## src/rtl/button_conditioner_if.sv

```systemverilog
// Button-conditioner bus: raw GPIO buttons in, debounced levels and press pulses out.
// The slave modport is the conditioner; the master is whoever drives the raw inputs.
interface button_conditioner_if #(
  parameter int N_BTN = 5
);
  logic [N_BTN-1:0] btn_raw;
  logic [N_BTN-1:0] btn_level;
  logic [N_BTN-1:0] btn_press;
  logic             any_press;

  modport master (
    output btn_raw,
    input  btn_level,
    input  btn_press,
    input  any_press
  );

  modport slave (
    input  btn_raw,
    output btn_level,
    output btn_press,
    output any_press
  );
endinterface

```

## src/rtl/button_conditioner.sv

```systemverilog
// Per-button synchronizer, debouncer and auto-repeater; emits debounced levels and
// registered one-cycle press pulses (initial press plus repeats) for the game controller.
module button_conditioner #(
  parameter int          N_BTN           = 5,
  parameter int          DEBOUNCE_CYCLES = 500000,
  parameter int          REPEAT_DELAY    = 25000000,
  parameter int          REPEAT_RATE     = 7500000,
  parameter logic [4:0]  REPEAT_MASK     = 5'b01111
) (
  input  logic                 clk,
  input  logic                 reset,
  button_conditioner_if.slave  bus
);

  localparam int RMAX = (REPEAT_DELAY > REPEAT_RATE) ? REPEAT_DELAY : REPEAT_RATE;
  localparam int DW   = $clog2(DEBOUNCE_CYCLES + 1);
  localparam int RW   = $clog2(RMAX + 1);

  localparam logic [DW-1:0] DB_LAST    = DW'(DEBOUNCE_CYCLES - 1);
  localparam logic [RW-1:0] DELAY_LAST = RW'(REPEAT_DELAY - 1);
  localparam logic [RW-1:0] RATE_LAST  = RW'(REPEAT_RATE - 1);

  typedef enum logic [1:0] {
    IDLE,
    DELAY,
    REPEAT
  } rep_state_t;

  logic [N_BTN-1:0] r_sync1;
  logic [N_BTN-1:0] r_sync2;
  logic [N_BTN-1:0] w_level;
  logic [N_BTN-1:0] w_press_next;
  logic [N_BTN-1:0] r_press;
  logic             r_any;

  // NOTE: asynchronous active-high reset; every flop clears the instant reset rises.
  always_ff @(posedge clk or posedge reset) begin
    if (reset) begin
      r_sync1 <= '0;
      r_sync2 <= '0;
    end else begin
      // NOTE: non-blocking so r_sync2 takes the old r_sync1, forming a real two-flop chain.
      r_sync1 <= bus.btn_raw;
      r_sync2 <= r_sync1;
    end
  end

  for (genvar i = 0; i < N_BTN; i++) begin : g_ch
    logic          r_db;
    logic [DW-1:0] r_dcnt;
    logic          w_db_nxt;
    logic [DW-1:0] w_dcnt_nxt;
    logic          w_rise;

    rep_state_t    r_state;
    rep_state_t    w_state_nxt;
    logic [RW-1:0] r_rcnt;
    logic [RW-1:0] w_rcnt_nxt;
    logic          w_rep;

    // Count consecutive cycles the synchronized input disagrees with the accepted level.
    always_comb begin
      // NOTE: defaults first so every path assigns every output and no latch is inferred.
      w_db_nxt   = r_db;
      w_dcnt_nxt = '0;
      if (r_sync2[i] != r_db) begin
        if (r_dcnt == DB_LAST) begin
          w_db_nxt = r_sync2[i];
        end else begin
          w_dcnt_nxt = r_dcnt + DW'(1);
        end
      end
    end

    assign w_rise = ~r_db & w_db_nxt;

    always_ff @(posedge clk or posedge reset) begin
      if (reset) begin
        r_db   <= 1'b0;
        r_dcnt <= '0;
      end else begin
        r_db   <= w_db_nxt;
        r_dcnt <= w_dcnt_nxt;
      end
    end

    // Release is judged on the incoming level so no repeat escapes in the falling cycle.
    always_comb begin
      w_state_nxt = r_state;
      w_rcnt_nxt  = r_rcnt;
      w_rep       = 1'b0;
      if (!REPEAT_MASK[i] || !w_db_nxt) begin
        w_state_nxt = IDLE;
        w_rcnt_nxt  = '0;
      end else begin
        case (r_state)
          IDLE: begin
            if (w_rise) begin
              w_state_nxt = DELAY;
              w_rcnt_nxt  = '0;
            end
          end
          DELAY: begin
            if (r_rcnt == DELAY_LAST) begin
              w_rep       = 1'b1;
              w_rcnt_nxt  = '0;
              w_state_nxt = REPEAT;
            end else begin
              w_rcnt_nxt = r_rcnt + RW'(1);
            end
          end
          REPEAT: begin
            if (r_rcnt == RATE_LAST) begin
              w_rep      = 1'b1;
              w_rcnt_nxt = '0;
            end else begin
              w_rcnt_nxt = r_rcnt + RW'(1);
            end
          end
          default: begin
            w_state_nxt = IDLE;
            w_rcnt_nxt  = '0;
          end
        endcase
      end
    end

    always_ff @(posedge clk or posedge reset) begin
      if (reset) begin
        r_state <= IDLE;
        r_rcnt  <= '0;
      end else begin
        r_state <= w_state_nxt;
        r_rcnt  <= w_rcnt_nxt;
      end
    end

    assign w_level[i]      = r_db;
    assign w_press_next[i] = w_rise | w_rep;
  end

  always_ff @(posedge clk or posedge reset) begin
    if (reset) begin
      r_press <= '0;
      r_any   <= 1'b0;
    end else begin
      r_press <= w_press_next;
      r_any   <= |w_press_next;
    end
  end

  assign bus.btn_level = w_level;
  assign bus.btn_press = r_press;
  assign bus.any_press = r_any;

endmodule
```

## src/flat_wrapper.sv

```systemverilog
// flat-port wrapper written by rule: the top's interface ports become plain ports
module button_conditioner_flat 
#(
  parameter int          N_BTN           = 5,
  parameter int          DEBOUNCE_CYCLES = 500000,
  parameter int          REPEAT_DELAY    = 25000000,
  parameter int          REPEAT_RATE     = 7500000,
  parameter logic [4:0]  REPEAT_MASK     = 5'b01111
)
  (clk, reset, bus_btn_raw, bus_btn_level, bus_btn_press, bus_any_press);
  button_conditioner_if #(.N_BTN(N_BTN)) bus_i ();
  input  logic clk;
  input  logic reset;
  input wire logic [$bits(bus_i.btn_raw)-1:0] bus_btn_raw;
  output wire logic [$bits(bus_i.btn_level)-1:0] bus_btn_level;
  output wire logic [$bits(bus_i.btn_press)-1:0] bus_btn_press;
  output wire logic [$bits(bus_i.any_press)-1:0] bus_any_press;
  assign bus_i.btn_raw = bus_btn_raw;
  assign bus_btn_level = bus_i.btn_level;
  assign bus_btn_press = bus_i.btn_press;
  assign bus_any_press = bus_i.any_press;
  button_conditioner #(.N_BTN(N_BTN), .DEBOUNCE_CYCLES(DEBOUNCE_CYCLES), .REPEAT_DELAY(REPEAT_DELAY), .REPEAT_RATE(REPEAT_RATE), .REPEAT_MASK(REPEAT_MASK)) u_core (.clk(clk), .reset(reset), .bus(bus_i));
endmodule
```

## config.mk

```make
export PLATFORM = sky130hd
export DESIGN_NAME = button_conditioner_flat
export DESIGN_NICKNAME = d
export VERILOG_FILES = /design/src/rtl/button_conditioner_if.sv /design/src/rtl/button_conditioner.sv /design/src/flat_wrapper.sv
export SDC_FILE = /design/constraint.sdc
export NUM_CORES = 1
export LEC_CHECK = 0
export ABC_AREA = 1
export BUFFER_PORTS_ARGS = -buffer_cell sky130_fd_sc_hd__buf_2
export CORE_ASPECT_RATIO = 1.5
export CORE_MARGIN = 3
export CORE_UTILIZATION = 58
export DETAILED_ROUTE_END_ITERATION = 10
export PLACE_DENSITY = 0.78
export SYNTH_ARGS = -nofsm -noshare
export SYNTH_HDL_FRONTEND = slang
export SYNTH_SLANG_ARGS = --single-unit
```

## constraint.sdc

```tcl
create_clock -name clk -period 7.3 [get_ports clk]
set_clock_uncertainty 0.1 [all_clocks]
set_input_delay 1.095 -clock clk [delete_from_list [all_inputs] [get_ports clk]]
set_output_delay 1.095 -clock clk [all_outputs]
set_load 0.02 [all_outputs]
```

======== Yosys cells after proc, flatten, opt, wreduce, memory -nomap -nowiden ========
Index checks and enable logic that the tools add are counted.
cells by class
  shifts and indexed selects .............. 0
  multiplexer cells ....................... 72
  equal/unequal tests ..................... 38
  reduce and logical (&&, ||, !) cells .... 9
  bitwise gates (word level) .............. 14
  multiply operators ...................... 0
  magnitude comparators ................... 0
  divide/modulo/power cells ............... 0
  add/sub/neg operators ................... 9
operator list
  operator               count
  $mux 25                16
  $pmux 25 s3            4
  $mux 19                10
  $add 25x1->25 const B  4
  $eq 25x23->1 const B   4
  $eq 25x25->1 const B   4
  $add 19x1->19 const B  5
  $eq 19x19->1 const B   5
  $mux 2                 12
  $ne 3x3->1 const B     8
  $pmux 2 s3             4
  $mux 1                 22
  $reduce_and 3->1       4
  $eq 2x1->1 const B     4
  $eq 2x2->1 const B     4
  $logic_not 2->1        4
  $ne 2x2->1 const B     4
  $pmux 1 s2             4
  $and 1x1->1            5
  $ne 1x1->1             5
  $not 1->1              5
  $reduce_or 5->1        1
  $or 1x1->1             4
word-level totals
  bits in latches ......................... 0
  memory bits (writable) .................. 0
  bits in read-only memories .............. 0
  output and inout port bits .............. 11
  register bits ........................... 224
  input port bits ......................... 7
  memories ................................ 0
  logic and storage cells ................. 164

======== Depth between registers and ports, before layout ========
Gate-level depths: netlist of run 1.
  depth in word-level cells ............... 7
  depth in mapped cells ................... 14
  gate-level depth less buffers ........... 13

======== Worst setup path before layout of run 1 ========
Ideal clock, no wire load.
  path type ............................... reg-to-reg
  from .................................... register u_core.g_ch[2].r_dcnt[0]
  to ...................................... register u_core.g_ch[2].r_rcnt[0]
  path slack .............................. 5.423 ns
  library setup time ...................... 0.077 ns
  arrival ................................. 1.700 ns
  path buffers ............................ 0
  required time ........................... 7.123 ns
  clock period less this slack ............ 1.877 ns
  stages on the path, launching flop included .. 12
  cells stage by stage .................... dfrtp_1 > ha_1 > nand2_1 > nor2_2 > nand2_1 > nor2_2 > nand3_2 > nand2_4 > inv_4 > nor3_4 > nand2_1 > o21ai_1
between the ends
  cells in the longest elaborated chain, start to end .. 5
  elaborated cells on any way between the ends .. 6
  those cells by class .................... eq/ne: 2; mux: 3; bitwise: 1
ends and longest elaborated chain
  element                      RTL line                   text
  from (decl)                  button_conditioner.sv:50   logic [DW-1:0] r_dcnt;
  from (signal assigned)       button_conditioner.sv:83   r_dcnt <= w_dcnt_nxt;
  $eq 19x19->1 *               button_conditioner.sv:67   if (r_dcnt == DB_LAST) begin
  $mux 1 *                     button_conditioner.sv:67
  $mux 1 *                     button_conditioner.sv:66   if (r_sync2[i] != r_db) begin
  $and 1x1->1                  button_conditioner.sv:75   assign w_rise = ~r_db & w_db_nxt;
  $ne 3x3->1 (no source line)  -
  to (signal assigned)         button_conditioner.sv:134  r_rcnt <= w_rcnt_nxt;
  to (decl)                    button_conditioner.sv:57   logic [RW-1:0] r_rcnt;
Mark *: on every way between the ends. The rest lies on a longest branch, timed or not.
A chain may end at the register's enable or synchronous reset.

======== Worst setup path in the final report of run 1 ========
  from .................................... register u_core.g_ch[0].r_dcnt[0]
  to ...................................... register u_core.g_ch[0].r_rcnt[19]
between the ends
  cells in the longest elaborated chain, start to end .. 5
  elaborated cells on any way between the ends .. 6
  those cells by class .................... eq/ne: 2; mux: 3; bitwise: 1
ends and longest elaborated chain
  element                      RTL line
  from (decl)                  button_conditioner.sv:50
  from (signal assigned)       button_conditioner.sv:83
  $eq 19x19->1 *               button_conditioner.sv:67
  $mux 1 *                     button_conditioner.sv:67
  $mux 1 *                     button_conditioner.sv:66
  $and 1x1->1                  button_conditioner.sv:75
  $ne 3x3->1 (no source line)  -
  to (signal assigned)         button_conditioner.sv:134
  to (decl)                    button_conditioner.sv:57
Marked as above.

==> results of run 1 <==
==> final cells by class <==
class | instances | area share [%]
multi-input cells | 1336 | 46.0
flip-flops and latches | 224 | 39.1
inverters | 238 | 6.28
clock buffers | 32 | 4.54
well taps | 276 | 2.41
repair buffers | 21 | 0.804
clock inverters | 7 | 0.795
==> cell usage after synthesis, types with 2 or more instances <==
cell / count / area [um2]
nand2_1: 445 / 1670
nor2_1: 304 / 1140
inv_1: 225 / 845
dfrtp_1: 224 / 5610
nand3_1: 139 / 696
xor2_1: 76 / 666
a21oi_1: 71 / 355
nand4_1: 67 / 419
nor3_1: 47 / 235
o21ai_0: 41 / 205
ha_1: 25 / 313
o21ai_1: 16 / 80.1
buf_2: 14 / 70.1
nor2_2: 14 / 87.6
nand2_2: 11 / 68.8
buf_4: 10 / 75.1
inv_2: 9 / 33.8
nand3b_1: 9 / 67.6
a211oi_1: 8 / 60.1
nor3_2: 8 / 80.1
nor3b_1: 8 / 60.1
nor4_1: 8 / 50.1
xnor2_1: 8 / 70.1
a31oi_1: 7 / 43.8
and3_1: 4 / 25.0
buf_6: 4 / 45.0
o22ai_1: 4 / 25.0
clkbuf_1: 3 / 11.3
clkinv_1: 3 / 11.3
nor2_4: 3 / 33.8
and2_1: 2 / 12.5
nand3_2: 2 / 20.0
==> worst reg2reg max path, stage by stage, from the launching register on <==
cell and delay (ns):
dfrtp_1 0.41, ha_1 0.22, nand2_1 0.09, nor2_2 0.15, inv_1 0.07, nor2_1 0.13, nand3_1 0.10, nand2_1 0.77
inv_2 0.24, nor2_1 0.16, nand2_1 0.09, o21ai_1 0.15, nor2_1 0.06
==> kinds of logic after synthesis <==
logic type                 share of synthesized area, %
buffers and inverters                              8.25
AOI/OAI and AO/OA                                  6.37
DFF                                                42.2
and+or+nand+nor                                    35.3
adders and majority gates                          2.35
xor gates and xnor gates                           5.53
==> worst paths after layout <==
kind / startpoint / endpoint / slack [ns]
worst max-delay path: u_core.g_ch[0].r_dcnt[0] / u_core.g_ch[0].r_rcnt[19] / 4.45
worst max register to register: u_core.g_ch[0].r_dcnt[0] / u_core.g_ch[0].r_rcnt[19] / 4.45
worst min register to register: u_core.r_sync1[1] / u_core.r_sync2[1] / 0.25
worst min-delay path: u_core.r_sync1[1] / u_core.r_sync2[1] / 0.25
max in group asynchronous: reset / u_core.g_ch[1].r_rcnt[19] / 5.30
min in group asynchronous: reset / u_core.g_ch[2].r_rcnt[8] / 0.50
==> power groups by stage <==
| stage | combinational (mW) | sequential [mW] | clock, mW |
|---|---|---|---|
| 3_5_place_dp | 0.0554 | 1.28 | 0 |
| 4_1_cts | 0.0555 | 1.26 | 1.23 |
| 6_report | 0.0528 | 1.26 | 1.21 |
| 5_1_grt | 0.0623 | 1.26 | 1.29 |
| 3_3_place_gp | 0.0533 | 1.28 | 0 |
| 2_1_floorplan | 0.0381 | 1.28 | 0 |
==> flip-flops by register name (all words and copies together) (netlist names) <==
name	cells
u_core.bus.any_press	1
u_core.g_ch.r_db	5
u_core.g_ch.r_dcnt	95
u_core.r_sync2	5
u_core.bus.btn_press	5
u_core.g_ch.r_rcnt	100
u_core.r_sync1	5
u_core.g_ch.r_state	8
==> layer usage <==
metal  up-vias  track usage, %  wire, um
met5         -               0         0
met4         0            7.80       873
met1      5585            28.9     12100
li1       5887               -         -
met3        69            2.74       979
met2       234            45.3     15500
==> cell usage in the layout, fill, tap and decap left out, drive strengths merged, types with 9 or more instances in the layout <==
master,synthesis,layout
nand2,457,457
nor2,321,321
inv,235,235
dfrtp,224,224
nand3,141,141
xor2,76,76
a21oi,73,73
nand4,67,67
o21ai,58,58
nor3,56,56
clkbuf,3,32
ha,25,25
buf,28,21
nand3b,9,9
==> results_dict.tcl, run 1 <==
set metrics [dict create \
    grt_pass1_wl_um 51500 \
    end_kind "flop" \
    die_x_um 130 \
    vias 11800 \
    holdWs_ns 0.249 \
    status "finished, final reports clean" \
    min_path_cells 0 \
    slowest_stage "nand2_1" \
    h-tree-depth 1 \
    place_congestion 0.964 \
    numPortBuffers 17 \
    drive_gt1_share_pct 5.92 \
    cp.arrival_ns 3.14 \
    max_freq_ghz 0.351 \
    crit_cells 12 \
    num_io_pins 18 \
    worstSetupPathType "flop to flop" \
    synth_seq_cells 224 \
    wl_per_cell_um 13.8 \
    power_frac_clock_pct 47.9 \
    cts_resized 0 \
    drc 0 \
    cp_top_family "simple AND/OR/NAND/NOR gates" \
    clock_path_buffers 3 \
    rr_worst_depth 12 \
    fin_crit_sh_pct 39.0 \
    synth_top_flop_cell "dfrtp_1" \
    fin_area_um2 14300 \
    antenna_found_initial 0 \
    post_cts_buffers 0 \
    setup_ws_ns 4.45 \
    synth_edf_count 0 \
    register_area_um2 5610 \
    fillCellCount 1959 \
    clk_pin_slew_ns 0.06 \
    grt_setup_unrepaired "no" \
    pre_cts_ws_ns 4.47 \
    clkLatencyLatePin_ns 0.52 \
    synth_nets 1861 \
    ys_seq_area_share_pct 42.2 \
    cp_max_fo 31 \
    sw_frac_of_total_pct 21.3 \
    ys_warn_count 0 \
    drt-total-wl_um 29400 \
    overflow 0 \
    cts.hold.buffers_added 0 \
    die-height_um 191 \
    track_usage_pct 24.4 \
    power.density_nw_per_um2 176 \
    startpoint_type "flop" \
    dp.final_hpwl_um 21400 \
    start_util_pct 59.2 \
    drv_cap 0 \
    area_growth_pct 7.72 \
    grt_max_degree 77 \
    utilization_pct 63.7 \
    syn_area_per_cell_um2 7.27 \
    hold_viol 0 \
    tritoncts "done" \
    numCtsBuffers 23 \
    vias_per_cell 5.52 \
    die-area_um2 24800 \
    p_switching_mw 0.536 \
    worst_pin_slew_ns 1.04 \
    multi_input_area_um2 6590 \
    max_slew_margin_pct 30.7 \
    first_pass_iters 6 \
    seq_power_share_pct 50.0 \
    netlist-cell-type-count 42 \
    power_mw 2.52 \
    fin_cells 2134 \
    critPathBufInv 2 \
    rows 67 \
    grt_pass1_vias 11700 \
    synthesis.area_um2 13300 \
    dp.cells 2095 \
    worstPathRequired_ns 7.60 \
    hold_class "flop to flop" \
    critPathMaxStageDelay_ns 0.77 \
    setup_tns_ns 0 \
    power_frac_comb_pct 2.1 \
    core_um2 22500 \
    syn_inst 1829 \
    n_antenna_cell 0 \
    setup_viol 0 \
    leakagePower_nw 6.38 \
    async_reset_ff_share_pct 100 \
    placed_area_um2 13600 \
    path_cells "ha_1 -> nand2_1 -> nor2_2 -> inv_1 -> nor2_1 -> nand3_1 -> nand2_1 -> inv_2 -> nor2_1 -> nand2_1 -> o21ai_1 -> nor2_1" \
    final.min_clock_period_ns 2.85 \
    root_buffer "clkbuf_16" \
    peakVddDrop_mv 0.162 \
    cts.sinks 224 \
    drt_iter0_drc 823 \
    final-max-slew-violation-count 0 \
    antenna_left 0 \
    finalNetCount 1876 \
    intPower_mw 1.99 \
]
Note: power is estimated with default switching activity, not from simulation.
==> run 2: changes to the inputs <==
--- a/config.mk
+++ b/config.mk
@@ -9,9 +9,9 @@
 export BUFFER_PORTS_ARGS = -buffer_cell sky130_fd_sc_hd__buf_2
 export CORE_ASPECT_RATIO = 1.5
 export CORE_MARGIN = 3
-export CORE_UTILIZATION = 58
+export CORE_UTILIZATION = 60
 export DETAILED_ROUTE_END_ITERATION = 10
-export PLACE_DENSITY = 0.78
+export PLACE_DENSITY = 0.77
 export SYNTH_ARGS = -nofsm -noshare
 export SYNTH_HDL_FRONTEND = slang
 export SYNTH_SLANG_ARGS = --single-unit
==> constraint.sdc (replaced) <==
create_clock -name clk -period 2.9 [get_ports clk]
set_clock_uncertainty 0.1 [all_clocks]
set_input_delay 0.435 -clock clk [delete_from_list [all_inputs] [get_ports clk]]
set_output_delay 0.435 -clock clk [all_outputs]
set_load 0.02 [all_outputs]
==> results_dict.tcl, run 2 (synthesis gave the netlist of run 1 again) <==
set metrics [dict create \
    clk_pin_slew_ns 0.06 \
    leakagePower_nw 6.43 \
    intPower_mw 4.99 \
    grt_setup_unrepaired "no" \
    p_switching_mw 1.44 \
    antenna_found_initial 0 \
    fin_crit_sh_pct 82.8 \
    first_pass_iters 5 \
    end_kind "flop" \
    rows 66 \
    top_regs "u_core.g_ch.r_rcnt x100, u_core.g_ch.r_dcnt x95, u_core.g_ch.r_state x8" \
    finalNetCount 1884 \
    numCtsBuffers 24 \
    final_cell_mix "445 x nand2_1, 304 x nor2_1, 224 x inv_1, 224 x dfrtp_1, 139 x nand3_1" \
    worstSetupPathType "flop to flop" \
    final-max-slew-violation-count 0 \
    start_util_pct 61.2 \
    status "finished with violations" \
    cp.arrival_ns 2.75 \
    track_usage_pct 24.6 \
    antenna_left 0 \
    worstPathRequired_ns 3.24 \
    hold_viol 20 \
    cts.sinks 224 \
    overflow 0 \
    top_register "u_core.g_ch.r_rcnt" \
    place_congestion 0.884 \
    largest_register_ffs 100 \
    final.min_clock_period_ns 2.40 \
    clock_path_buffers 3 \
    drt-total-wl_um 29300 \
    area_growth_pct 8.67 \
    power_frac_clock_pct 48.5 \
    hold_class "input pin to async pin" \
    vias_per_cell 5.50 \
    sw_frac_of_total_pct 22.4 \
    grt_max_degree 123 \
    drt_iter0_drc 788 \
    fillCellCount 1889 \
    power.density_nw_per_um2 445 \
    fin_cells 2140 \
    grt_pass1_wl_um 50500 \
    die-area_um2 24000 \
    startpoint_type "flop" \
    violations "negative hold slack" \
    wl_per_cell_um 13.7 \
    drive_gt1_share_pct 6.26 \
    dp.final_hpwl_um 21100 \
    setup_viol 0 \
    power_mw 6.43 \
    power_frac_comb_pct 2.2 \
    seq_power_share_pct 49.3 \
    dp.cells 2093 \
    vias 11800 \
    max_slew_margin_pct 56.1 \
    max_freq_ghz 0.416 \
    drv_cap 0 \
    utilization_pct 66.5 \
    root_buffer "clkbuf_16" \
    die-height_um 188 \
    clkLatencyLatePin_ns 0.54 \
    numPortBuffers 17 \
    die_x_um 128 \
    tritoncts "done" \
    rrSetupSlack_ns 0.50 \
    grt_pass1_vias 11500 \
    n_antenna_cell 0 \
    num_io_pins 18 \
    worst_pin_slew_ns 0.659 \
    drc 0 \
    h-tree-depth 1 \
    setup_tns_ns 0 \
    cp_max_fo 19 \
    layout_commonest_cell "nand2_1" \
    peakVddDrop_mv 0.441 \
    core_um2 21700 \
    holdWs_ns -0.0231 \
]
[run 2: changes by cell type in the layout (fill, tap and decap cells not counted)]
cell           change
clkbuf_8           -1
clkbuf_1           -2
bufinv_16          -1
clkinv_2           -2
clkbuf_16          +1
inv_6              +4
clkinv_8           +1
dlygate4sd3_1      +5
buf_12             +2
clkinvlp_4         +2
inv_8              +1
[run 2: path summary, 6_finish.rpt]
path | start | endpoint | cells past startpoint
max reg2reg | u_core.g_ch[3].r_dcnt[0] | u_core.g_ch[3].r_rcnt[9] | 12
max | u_core.g_ch[3].r_dcnt[0] | u_core.g_ch[3].r_rcnt[9] | 12
min reg2reg | u_core.r_sync1[1] | u_core.r_sync2[1] | 0
max in group asynchronous | reset | u_core.g_ch[2].r_rcnt[14] | 3
min | reset | u_core.g_ch[4].r_db | 3
min in group clk | u_core.r_sync1[1] | u_core.r_sync2[1] | 0
[run 2: worst max-delay path: stages (launching register included)]
cell and delay [ns]:
dfrtp_1 0.40, ha_1 0.23, nand2_2 0.08, nor2_4 0.14, inv_2 0.05, nor2_2 0.11, nand2_2 0.09, o211ai_4 0.47
buf_4 0.32, nand2_1 0.10, nand2_1 0.07, nand2_1 0.05, nor2_1 0.09
[run 2: repair_timing]
| action | in CTS | in global routing |
|---|---|---|
| hold buffers | 5 | 0 |
| setup buffers | 0 | 0 |
| resized for setup | 0 | 0 |
| hold endpoints to repair | 5 | 0 |
[run 2: layout make-up]
cell class,instances,area [um2],share of cell area [%]
Multi-Input combinational cell,1336,6590,45.6
Clock buffer,30,653,4.52
Sequential cell,224,5610,38.8
Inverter,238,900,6.23
Clock inverter,12,151,1.05
Tap cell,272,340,2.36
Timing Repair Buffer,28,205,1.42
[run 2: layer usage]
layer | up-vias | global-route usage, % | share of wire, %
met2 | 307 | 45.6 | 53
li1 | 5908 | - | -
met3 | 70 | 2.55 | 4.0
met5 | - | 0 | 0
met4 | 0 | 9.41 | 3.1
met1 | 5491 | 28.7 | 40
[run 2: through the flow]
| step | hold WS (ns) | worst slack [ns] | cell area (um2) |
|---|---|---|---|
| 6_report | -0.0231 | 0.498 | 14400 |
| 5_1_grt | 0.0525 | 0.304 | 14400 |
| 4_1_cts | 0.0245 | 0.527 | 14400 |
| 3_5_place_dp | 0.238 | 0.542 | 13600 |
| 3_3_place_gp | 0.232 | 0.661 | 13600 |
| 2_1_floorplan | 0.231 | -0.559 | 13300 |
[run 2: power groups by stage]
stage	sequential, mW	combinational [mW]	clock (mW)
floorplan	3.22	0.0959	0
global placement	3.23	0.138	0
detailed placement	3.23	0.140	0
CTS	3.17	0.145	3.20
global route	3.17	0.163	3.32
finish	3.17	0.138	3.12
